[src/rtl/result_bcd_converter_pkg.sv]
// Shared definitions for the signed-result to BCD converter:
// FSM encoding, default sizes and the double-dabble adjust threshold.
package result_bcd_converter_pkg;

    typedef enum logic [1:0] {
        IDLE   = 2'd0,
        SHIFT  = 2'd1,
        FINISH = 2'd2
    } state_t;

    localparam int DEF_IN_W   = 20;
    localparam int DEF_DIGITS = 6;

    localparam logic [3:0] ADD3_THRESHOLD = 4'd5;

endpackage

[src/rtl/result_bcd_converter_digit_adjust.sv]
// One BCD digit of the double-dabble step: add 3 when the digit would
// overflow past 9 after the next left shift.
module bcd_digit_adjust
    import result_bcd_converter_pkg::*;
(
    input  logic [3:0] digit_in,
    output logic [3:0] digit_out
);

    assign digit_out = (digit_in >= ADD3_THRESHOLD) ? digit_in + 4'd3 : digit_in;

endmodule

[src/rtl/result_bcd_converter.sv]
// Converts a two's-complement result into sign + packed BCD magnitude using
// an iterative double-dabble, one bit per clock, with leading-zero mask.
module result_bcd_converter
    import result_bcd_converter_pkg::*;
#(
    parameter int IN_W   = DEF_IN_W,
    parameter int DIGITS = DEF_DIGITS
) (
    input  logic                  clk,
    input  logic                  rst_n,
    input  logic                  start,
    input  logic [IN_W-1:0]       result,
    output logic                  busy,
    output logic                  done,
    output logic [4*DIGITS-1:0]   bcd,
    output logic                  negative,
    output logic [DIGITS-1:0]     digit_en
);

    localparam int ACC_W = 4 * DIGITS;
    localparam int CNT_W = $clog2(IN_W + 1);
    localparam logic [CNT_W-1:0] LAST_CNT = CNT_W'(IN_W - 1);
    localparam logic [CNT_W-1:0] CNT_ONE  = CNT_W'(1);
    localparam logic [IN_W-1:0]  IN_ONE   = IN_W'(1);

    state_t                  state;
    logic [ACC_W-1:0]        acc;
    logic [ACC_W-1:0]        acc_adj;
    logic [IN_W-1:0]         mag;
    logic [IN_W-1:0]         abs_result;
    logic [CNT_W-1:0]        cnt;
    logic                    sign_q;
    logic [DIGITS-1:0]       en_next;
    logic [ACC_W+IN_W-1:0]   shifted;

    // The most negative input negates to itself, which is the correct unsigned magnitude.
    assign abs_result = result[IN_W-1] ? (~result + IN_ONE) : result;

    for (genvar g = 0; g < DIGITS; g++) begin : g_adjust
        bcd_digit_adjust u_adjust (
            .digit_in  (acc[4*g +: 4]),
            .digit_out (acc_adj[4*g +: 4])
        );
    end

    assign shifted = {acc_adj, mag} << 1;

    always_comb begin
        logic any_above;
        any_above = 1'b0;
        en_next   = '0;
        for (int i = DIGITS - 1; i >= 0; i--) begin
            any_above  = any_above | (|acc[4*i +: 4]);
            en_next[i] = any_above;
        end
        en_next[0] = 1'b1;
    end

    always_ff @(posedge clk) begin
        if (!rst_n) begin
            state    <= IDLE;
            busy     <= 1'b0;
            done     <= 1'b0;
            bcd      <= '0;
            negative <= 1'b0;
            digit_en <= DIGITS'(1);
            cnt      <= '0;
            acc      <= '0;
            mag      <= '0;
            sign_q   <= 1'b0;
        end else begin
            done <= 1'b0;
            case (state)
                IDLE: begin
                    if (start) begin
                        sign_q <= result[IN_W-1];
                        mag    <= abs_result;
                        acc    <= '0;
                        cnt    <= '0;
                        busy   <= 1'b1;
                        state  <= SHIFT;
                    end
                end
                SHIFT: begin
                    acc <= shifted[ACC_W+IN_W-1:IN_W];
                    mag <= shifted[IN_W-1:0];
                    cnt <= cnt + CNT_ONE;
                    if (cnt == LAST_CNT) begin
                        state <= FINISH;
                    end
                end
                FINISH: begin
                    bcd      <= acc;
                    negative <= sign_q;
                    digit_en <= en_next;
                    done     <= 1'b1;
                    busy     <= 1'b0;
                    state    <= IDLE;
                end
                default: state <= IDLE;
            endcase
        end
    end

endmodule

[config.mk]
export PLATFORM = sky130hd
export DESIGN_NAME = result_bcd_converter
export DESIGN_NICKNAME = d
export VERILOG_FILES = /design/src/rtl/result_bcd_converter_pkg.sv /design/src/rtl/result_bcd_converter_digit_adjust.sv /design/src/rtl/result_bcd_converter.sv
export SDC_FILE = /design/constraint.sdc
export NUM_CORES = 1
export LEC_CHECK = 0
export BUFFER_PORTS_ARGS = -buffer_cell sky130_fd_sc_hd__buf_4
export CORE_ASPECT_RATIO = 0.6
export CORE_MARGIN = 2
export CORE_UTILIZATION = 50
export CTS_CLUSTER_SIZE = 28
export DETAILED_ROUTE_END_ITERATION = 12
export PLACE_DENSITY = 0.71
export SETUP_SLACK_MARGIN = 0.02
export SKIP_LAST_GASP = 1
export SYNTH_ARGS = -nofsm -noshare
export SYNTH_HDL_FRONTEND = slang
export SYNTH_SLANG_ARGS = --single-unit
[constraint.sdc]
create_clock -name clk -period 2.4 [get_ports clk]
set_input_delay 0.12 -clock clk [delete_from_list [all_inputs] [get_ports clk]]
set_output_delay 0.12 -clock clk [all_outputs]
set_load 0.005 [all_outputs]
Word level (Yosys, flattened, before mapping)
Cells that the tools add are included.
- input bits: 23
- register bits: 84
- output and inout port bits: 33
- word-level logic and storage cells: 65
- magnitude comparators: 6
- bitwise gates (word level): 5
- mux-type cells: 19
- add/subtract/negate cells: 8
- reductions and logical operators: 12
- equal/unequal tests: 5
- operator list (kind ; number):
    $pmux W24 S2 ; 1
    $mux W20 ; 2
    $pmux W20 S2 ; 1
    $ge A4 B3 Y1 const B ; 6
    $mux W24 ; 1
    $add A20 B1 Y20 const B ; 1
    $add A4 B2 Y4 const B ; 5
    $mux W4 ; 5
    $not A20 Y20 ; 1
    $reduce_or A4 Y1 ; 5
    $pmux W5 S2 ; 1
    $reduce_and A2 Y1 ; 4
    $add A5 B1 Y5 const B ; 1
    $eq A5 B5 Y1 const B ; 1
    $mux W5 ; 1
    $mux W2 ; 2
    $ne A2 B2 Y1 const B ; 2
    $or A1 B1 Y1 ; 4
    $pmux W2 S2 ; 1
    $reduce_bool A2 Y1 ; 2
    $add A3 B2 Y3 const B ; 1
    $mux W3 ; 1
    $eq A2 B1 Y1 const B ; 1
    $eq A2 B2 Y1 const B ; 1
    3 further kinds ; 4

Logic depth before layout (Yosys ltp)
Gate-level depths: netlist of run 1.
- depth after elaboration: 5
- gate-level depth with buffers: 7
- depth with buffers taken out: 6

Cells and area by module
From an unflattened synthesis of run 1, not the netlist that was laid out.
- cell total of the unflattened synthesis: 504
- area total of the unflattened synthesis: 4261.6 um2
- by module, submodules not included (module ; cells each ; times used ; area an instance (um2) ; sequential area each (um2)):
    result_bcd_converter ; 408 ; 1 ; 3653.5 ; 1681.6
    bcd_digit_adjust ; 16 ; 6 ; 101.3 ; 0.0

Worst setup path after synthesis of run 1
Ideal clock, no wire load.
- kind: input -> register
- from: input port result[1]
- to: register mag[12]
- library setup time: 0.119 ns
- buffers on the path: 1
- setup slack: 0.609 ns
- cell stages on the path: 7
- arrival time: 1.672 ns
- data required time: 2.281 ns
- cell sequence: inv_1 ha_1 or3b_2 clkbuf_1 or4_1 a32oi_1 nand2_1
- longest elaborated chain between the ends: 5
- ends and longest elaborated chain (what ; line ; RTL):
    start, declared ; result_bcd_converter.sv:12 ; input logic [IN_W-1:0] result,
    $not A20 Y20 ; result_bcd_converter.sv:37 ; assign abs_result = result[IN_W-1] ? (~result + IN_ONE) : result;
    $add A20 B1 Y20 ; result_bcd_converter.sv:37 ;
    $mux W20 ; result_bcd_converter.sv:37 ;
    $mux W20 ; result_bcd_converter.sv:75 ; if (start) begin
    $pmux W20 S2 ; result_bcd_converter.sv:73 ; case (state)
    end signal, assigned ; result_bcd_converter.sv:77 ; mag <= abs_result;
    end signal, assigned ; result_bcd_converter.sv:86 ; mag <= shifted[IN_W-1:0];
    end, declared ; result_bcd_converter.sv:29 ; logic [IN_W-1:0] mag;
Every way passes these cells. The select of a mux whose other input is x is not followed.
A chain may end at the register's enable or synchronous reset.

Final worst setup path of run 1
- from: register state[0]
- to: register acc[23]
- longest elaborated chain between the ends: 3
- elaborated cells on any way between the ends: 6
- classes of those cells: 2 x eq/ne; 1 x mux; 3 x reduce/logical
- ends and longest elaborated chain (what ; line ; RTL):
    start, declared ; result_bcd_converter.sv:26 ; state_t state;
    start signal, assigned ; result_bcd_converter.sv:61 ; state <= IDLE;
    start signal, assigned ; result_bcd_converter.sv:81 ; state <= SHIFT;
    start signal, assigned ; result_bcd_converter.sv:89 ; state <= FINISH;
    $eq A2 B1 Y1 or $logic_not A2 Y1 (tied branches) ; result_bcd_converter.sv:73 ;
    $reduce_bool A2 Y1 (no source line) or $ne A2 B2 Y1 (tied branches) ; n/a ;
    $reduce_and A2 Y1 (no source line) ; n/a ;
    end signal, assigned ; result_bcd_converter.sv:85 ; acc <= shifted[ACC_W+IN_W-1:IN_W];
    end, declared ; result_bcd_converter.sv:27 ; logic [ACC_W-1:0] acc;
Several ways; a longest one is shown, not always the timed one.

==> key figures, run 1 <==
Global route
  • All-Layer GR Usage: 0.227
  • Initial antenna violation count: 0
  • Vias in the first global route: 3258
  • Largest net degree at the start of global routing: 66
  • First-pass GRT wire length: 16.1 mm
  • Gr ovfl total: 0

CTS
  • Sink Count: 84
  • Post-cts resize count: 0
  • Clock buffer count from CTS: 9
  • CTS root buffer: clkbuf_16
  • Post-CTS Setup Inserts: 0
  • Post-CTS Hold Buffers: 0
  • H-tree levels: 3
  • CTS tree: built
  • Worst-path clk slew: 0.06 ns
  • Clock Latency Late Sink: 0.34 ns
  • Clock Tree Buf Depth: 2

Critical path
  • R2r endpoint: acc[23]
  • Crit Path Category: reg -> reg
  • Top cell family by delay on the critical path: compound AO/OA/AOI/OAI gates
  • Slowest CP cell: o21bai_1
  • CP Buf/Inv Count: 1
  • FF-to-FF Start: state[0]
  • CP max FO: 11
  • CP Capture Type: register
  • CP max stage delay: 0.53 ns
  • R2R Setup Slk: 0.56 ns
  • Critical path, cell by cell: o21bai_1 > nand2_1 > buf_4 > o31ai_1 > a32o_1
  • Req. time, crit path: 2.68 ns
  • R2R depth: 5
  • Worst Path Arrival: 2.12 ns
  • Crit path launch type: register

Run status
  • Status: finished, final reports clean

Cells and area
  • Post-route insts no fill: 633
  • Most frequent cells in the layout: 84 x dfxtp_1, 82 x nand2_1, 65 x buf_4
  • Ant diodes: 0
  • Layout area overhead: 19.9%
  • Most common cell after layout, fill and taps aside: dfxtp_1
  • Layout cell share with drive strength beyond 1: 0.171
  • Final net count: 562

Power and ir drop
  • Power, Total: 0.00314 W
  • VDD IR-drop max: 0.405 mV
  • Leak pwr: 1.97 nW
  • Power Dens Cells: 631 nW/um^2

Timing
  • Max Fclk: 543 MHz
  • Setup TNS: 0 ns
  • Min cycle time layout: 1.84 ns
  • Setup Skew: 0.00563 ns
  • Final WS setup: 0.560 ns
  • Tcrit/Tclk final: 0.767
  • Worst-Margin Slew: 0.680 ns
  • Pins Over Slew Limit: 0
  • Fin. Hold Viols: 0
  • Final setup fails: 0
  • Final hold slack: 0.0644 ns
  • Worst slew margin: 0.546
  • RSZ-0062 raised after global routing: false

Synth
  • Syn Std Cell Area: 4160 sq um
  • Simple-gate share of the synthesized area: 0.194
  • Synth Area in Compound Gates: 0.240
  • Avg Inst Size Synth: 8.75 sq um
  • Post-synthesis mux area share: 0.0226
  • Synth Area in Adders: 0.0572
  • Post-synth top area cell: dfxtp_1
  • Combinational family with the most area after synthesis: compound AO/OA/AOI/OAI gates
  • Mapped Cells: 475
  • Synth unique cells: 60
  • #FFs+latches synth: 84
  • Post-synth top flop: dfxtp_1
  • Post-synthesis sequential area ratio: 0.405
  • Warnings from Yosys: 0
  • Number of flops mapped to enable cells by yosys: 0
  • Ys async rst share: 0
  • Post-Syn Nets: 517
  • Top post-synthesis cells by area: dfxtp_1 40%, nand2_1 7.4%, ha_1 5.7%
  • Yosys top cell area share: 0.405
  • Post-synthesis xor/xnor area fraction: 0.0358

Worst hold path
  • WHS Path Cells: 2
  • Worst Hold Class: in -> reg
  • Min-Delay Startpoint: result[14]
  • Hold path endpoint: mag[14]

Floorplanning
  • I/O pin count: 56
  • Core box area: 7980 sq um
  • # rows: 25
  • Die width: 122 microns
  • Die ar.: 9080 sq um
  • Initial Utilization: 0.521
  • DIE HEIGHT: 74.6 microns

Drt
  • Vias per inst: 5.76
  • # DRC: 0
  • Drt initial violations: 369
  • Routed wire per std cell: 15.1 microns
  • DRT Pass-1 Iters: 5
  • WL met1: 4.87 mm
  • Routed WL: 9.58 mm
  • Routed Antenna Nets: 0
  • Routed wl met2: 4.01 mm
  • WL met3: 592 microns
  • Via count: 3647
  • Max layer used: met4

Job
  • Number of max-cap violations: 0

Placement
  • Port Buf Inserts: 54
  • Placed Cells: 617
  • Hpwl dp: 6.47 mm
  • Place WS: 0.416 ns
  • Routability Congestion: 0.865
==> layer usage <==
| layer | vias up | global-route usage |
|---|---|---|
| met5 | - | 0 |
| met4 | 0 | 0.0702 |
| met3 | 9 | 0.0598 |
| met2 | 104 | 0.339 |
| met1 | 1734 | 0.323 |
| li1 | 1800 | - |
==> Yosys cell counts (6+ instances only) <==
library cell,n
dfxtp_1,84
mux2i_1,6
nor2b_1,9
a21oi_1,13
xor2_1,10
a21boi_0,26
nor2_1,14
xnor2_1,7
ha_1,19
clkbuf_1,27
nand2_1,82
o22ai_1,13
nand2b_1,11
a22o_1,16
a32o_1,7
o31ai_1,11
o21ai_0,22
inv_1,17
==> stage by stage <==
| step | area [sq um] | utilization |
|---|---|---|
| 3_3_place_gp | 4660 | 0.584 |
| 3_5_place_dp | 4660 | 0.584 |
| 2_1_floorplan | 4160 | - |
| 5_1_grt | 4980 | 0.625 |
| 6_report | 4980 | 0.625 |
| 4_1_cts | 4980 | 0.625 |
==> kinds of logic after synthesis <==
logic type / after synthesis
AOI/OAI and AO/OA: 138
xor gates and xnor gates: 17
adders and majority gates: 19
buffers and inverters: 48
DFF: 84
muxes: 9
other: 1
and+or+nand+nor: 159
==> power breakdown <==
part	total, W	internal, W	switching (W)
registers	0.00145	0.00143	0.0000204
logic	0.000235	0.0000999	0.000135
clock network	0.00146	0.000918	0.000544
total	0.00314	0.00244	0.000699
==> worst max path at each step <==
| stage | startpoint | endpoint | slack [ns] | cells past startpoint |
|---|---|---|---|---|
| floorplan | result[1] | mag[12] | 0.61 | 7 |
| global placement | result[0] | mag[12] | 0.46 | 7 |
| detailed placement | result[0] | mag[12] | 0.42 | 7 |
| CTS | state[0] | acc[23] | 0.55 | 5 |
| global route | state[0] | acc[7] | 0.36 | 4 |
| finish | state[0] | acc[23] | 0.56 | 5 |
==> area by class of cell <==
| class | count | area [sq um] |
|---|---|---|
| multi-input cells | 343 | 2290 |
| well taps | 108 | 135 |
| clock inverters | 3 | 42.5 |
| repair buffers | 65 | 488 |
| flip-flops and latches | 84 | 1680 |
| clock buffers | 13 | 280 |
| fillers | 705 | 2990 |
| inverters | 17 | 63.8 |
==> flip-flops by register name, summed over array words and instances, names as in the netlist <==
signal / flops
bcd: 24
sign_q: 1
acc: 24
digit_en: 5
done: 1
busy: 1
cnt: 5
negative: 1
state: 2
mag: 20
(Power assumes the default switching activity.)
==> run 2, diff against run 1 <==
clock period = 1.7 ns   (was 2.4 ns; I/O delays follow)
==> run 2 against run 1 <==
First-iteration DRC count fell by 16%. Via count is 3.3% higher. Power increased by 36%. Clock skew is 0.00094 ns lower. Worst setup slack got worse by 0.44 ns. Clock-buffer cell count up 2. Clock power up 27%. Register-to-register slack worse by 0.43 ns. Sequential share of layout area shrank 1.4 points. Sequential power is 41% higher. Routed wire length is 9.9% higher. Die area is the same. Critical endpoint is now mag[19].
==> key figures, run 2 (synthesized netlist as in run 1, its figures left out) <==
Run status
  • Status: finished, final reports clean

CTS
  • Post-CTS Setup Inserts: 0
  • Clock buffer count from CTS: 9
  • CTS root buffer: clkbuf_16
  • H-tree levels: 3
  • CTS tree: built
  • Sink Count: 84
  • Clock Tree Buf Depth: 2
  • Worst-path clk slew: 0.05 ns
  • Clock Latency Late Sink: 0.34 ns

Drt
  • Routed WL: 10.5 mm
  • Vias per inst: 5.70
  • # DRC: 0
  • Drt initial violations: 310
  • Routed Antenna Nets: 0
  • Via count: 3766
  • DRT Pass-1 Iters: 6
  • Routed wire per std cell: 15.9 microns

Cells and area
  • Layout area overhead: 25.2%
  • Most frequent cells in the layout: 92 x buf_4, 82 x nand2_1, 82 x dfxtp_1
  • Ant diodes: 0
  • Final net count: 590
  • Layout cell share with drive strength beyond 1: 0.226
  • Most common cell after layout, fill and taps aside: buf_4
  • Largest regs: acc (24), bcd (24), mag (20)
  • Fillers: 683
  • Post-route insts no fill: 661

Global route
  • First-pass GRT wire length: 17.0 mm
  • GRT met2 Usage: 0.346
  • Met3 Track Usage GR: 0.0621
  • Largest net degree at the start of global routing: 34
  • Met1 usage: 0.357
  • Gr busiest metal: met1
  • All-Layer GR Usage: 0.241
  • Initial antenna violation count: 0
  • Gr ovfl total: 0
  • Vias in the first global route: 3402

Timing
  • Final hold slack: 0.0363 ns
  • Min cycle time layout: 1.58 ns
  • Final setup fails: 0
  • Setup Skew: 0.00469 ns
  • Final WS setup: 0.116 ns
  • RSZ-0062 raised after global routing: false
  • Fin. Hold Viols: 0
  • Max Fclk: 631 MHz
  • Tcrit/Tclk final: 0.932
  • Pins Over Slew Limit: 0

Floorplanning
  • Initial Utilization: 0.521
  • I/O pin count: 56
  • Die width: 122 microns
  • Die ar.: 9080 sq um
  • DIE HEIGHT: 74.6 microns
  • # rows: 25
  • Core box area: 7980 sq um

Worst hold path
  • Worst Hold Class: in -> reg

Power and ir drop
  • VDD IR-drop max: 0.569 mV
  • Power Dens Cells: 820 nW/um^2
  • Leak pwr: 2.09 nW

Critical path
  • Req. time, crit path: 1.96 ns
  • CP max FO: 6
  • Crit Path Category: in -> reg
  • CP Capture Type: register
  • Crit path launch type: primary input
  • Worst Path Arrival: 1.85 ns

Placement
  • Port Buf Inserts: 54
  • Hpwl dp: 7.49 mm
  • Placed Cells: 645
  • Place WS: -0.186 ns
  • Routability Congestion: 0.876

Job
  • Number of max-cap violations: 0
run 2: layout make-up:
| class | instances | area [sq um] | share of cell area |
|---|---|---|---|
| inverters | 17 | 66.3 | 0.0127 |
| multi-input cells | 343 | 2320 | 0.447 |
| well taps | 108 | 135 | 0.0260 |
| clock inverters | 1 | 5.00 | 0.000962 |
| clock buffers | 15 | 278 | 0.0534 |
| flip-flops and latches | 84 | 1680 | 0.324 |
| repair buffers | 93 | 711 | 0.137 |
run 2: path summary, 6_finish.rpt:
kind / from / endpoint / slack [ns] / depth (start not counted)
worst max-delay path: result[1] / mag[19] / 0.12 / 5
worst min-delay path: result[15] / mag[15] / 0.04 / 3
worst max register to register: state[0] / mag[13] / 0.13 / 5
worst min register to register: bcd[21] / bcd[21] / 0.46 / 2
run 2: layer usage:
| layer | part of all wire | vias up |
|---|---|---|
| met1 | 0.51 | 1798 |
| li1 | - | 1850 |
| met3 | 0.061 | 10 |
| met4 | 0.011 | 0 |
| met5 | 0 | - |
| met2 | 0.42 | 108 |
run 2: metrics by stage:
| stage | power, W | util | area, sq um | TNS (ns) |
|---|---|---|---|---|
| 2_1_floorplan | 0.00229 | - | 4190 | 0 |
| 3_3_place_gp | 0.00244 | 0.615 | 4900 | -0.282 |
| 3_5_place_dp | 0.00245 | 0.615 | 4900 | -0.659 |
| 4_1_cts | 0.00430 | 0.650 | 5190 | 0 |
| 5_1_grt | 0.00442 | 0.652 | 5200 | 0 |
| 6_report | 0.00427 | 0.652 | 5200 | 0 |
run 2: repair_timing:
item	in CTS	in global routing
hold buffers	0	0
setup endpoints to repair	0	8
gates resized for setup	0	6
run 2: worst max-delay path, cell delays in order:
cell and delay, ns:
buf_4 0.13, or4_1 0.64, nor4_4 0.36, or4b_1 0.48, a21boi_1 0.15
run 2: report_power, final:
group	total, W	switching (W)	internal, W
logic	0.000376	0.000206	0.000170
registers	0.00204	0.0000305	0.00201
clock network	0.00185	0.000739	0.00111
total	0.00427	0.000975	0.00329
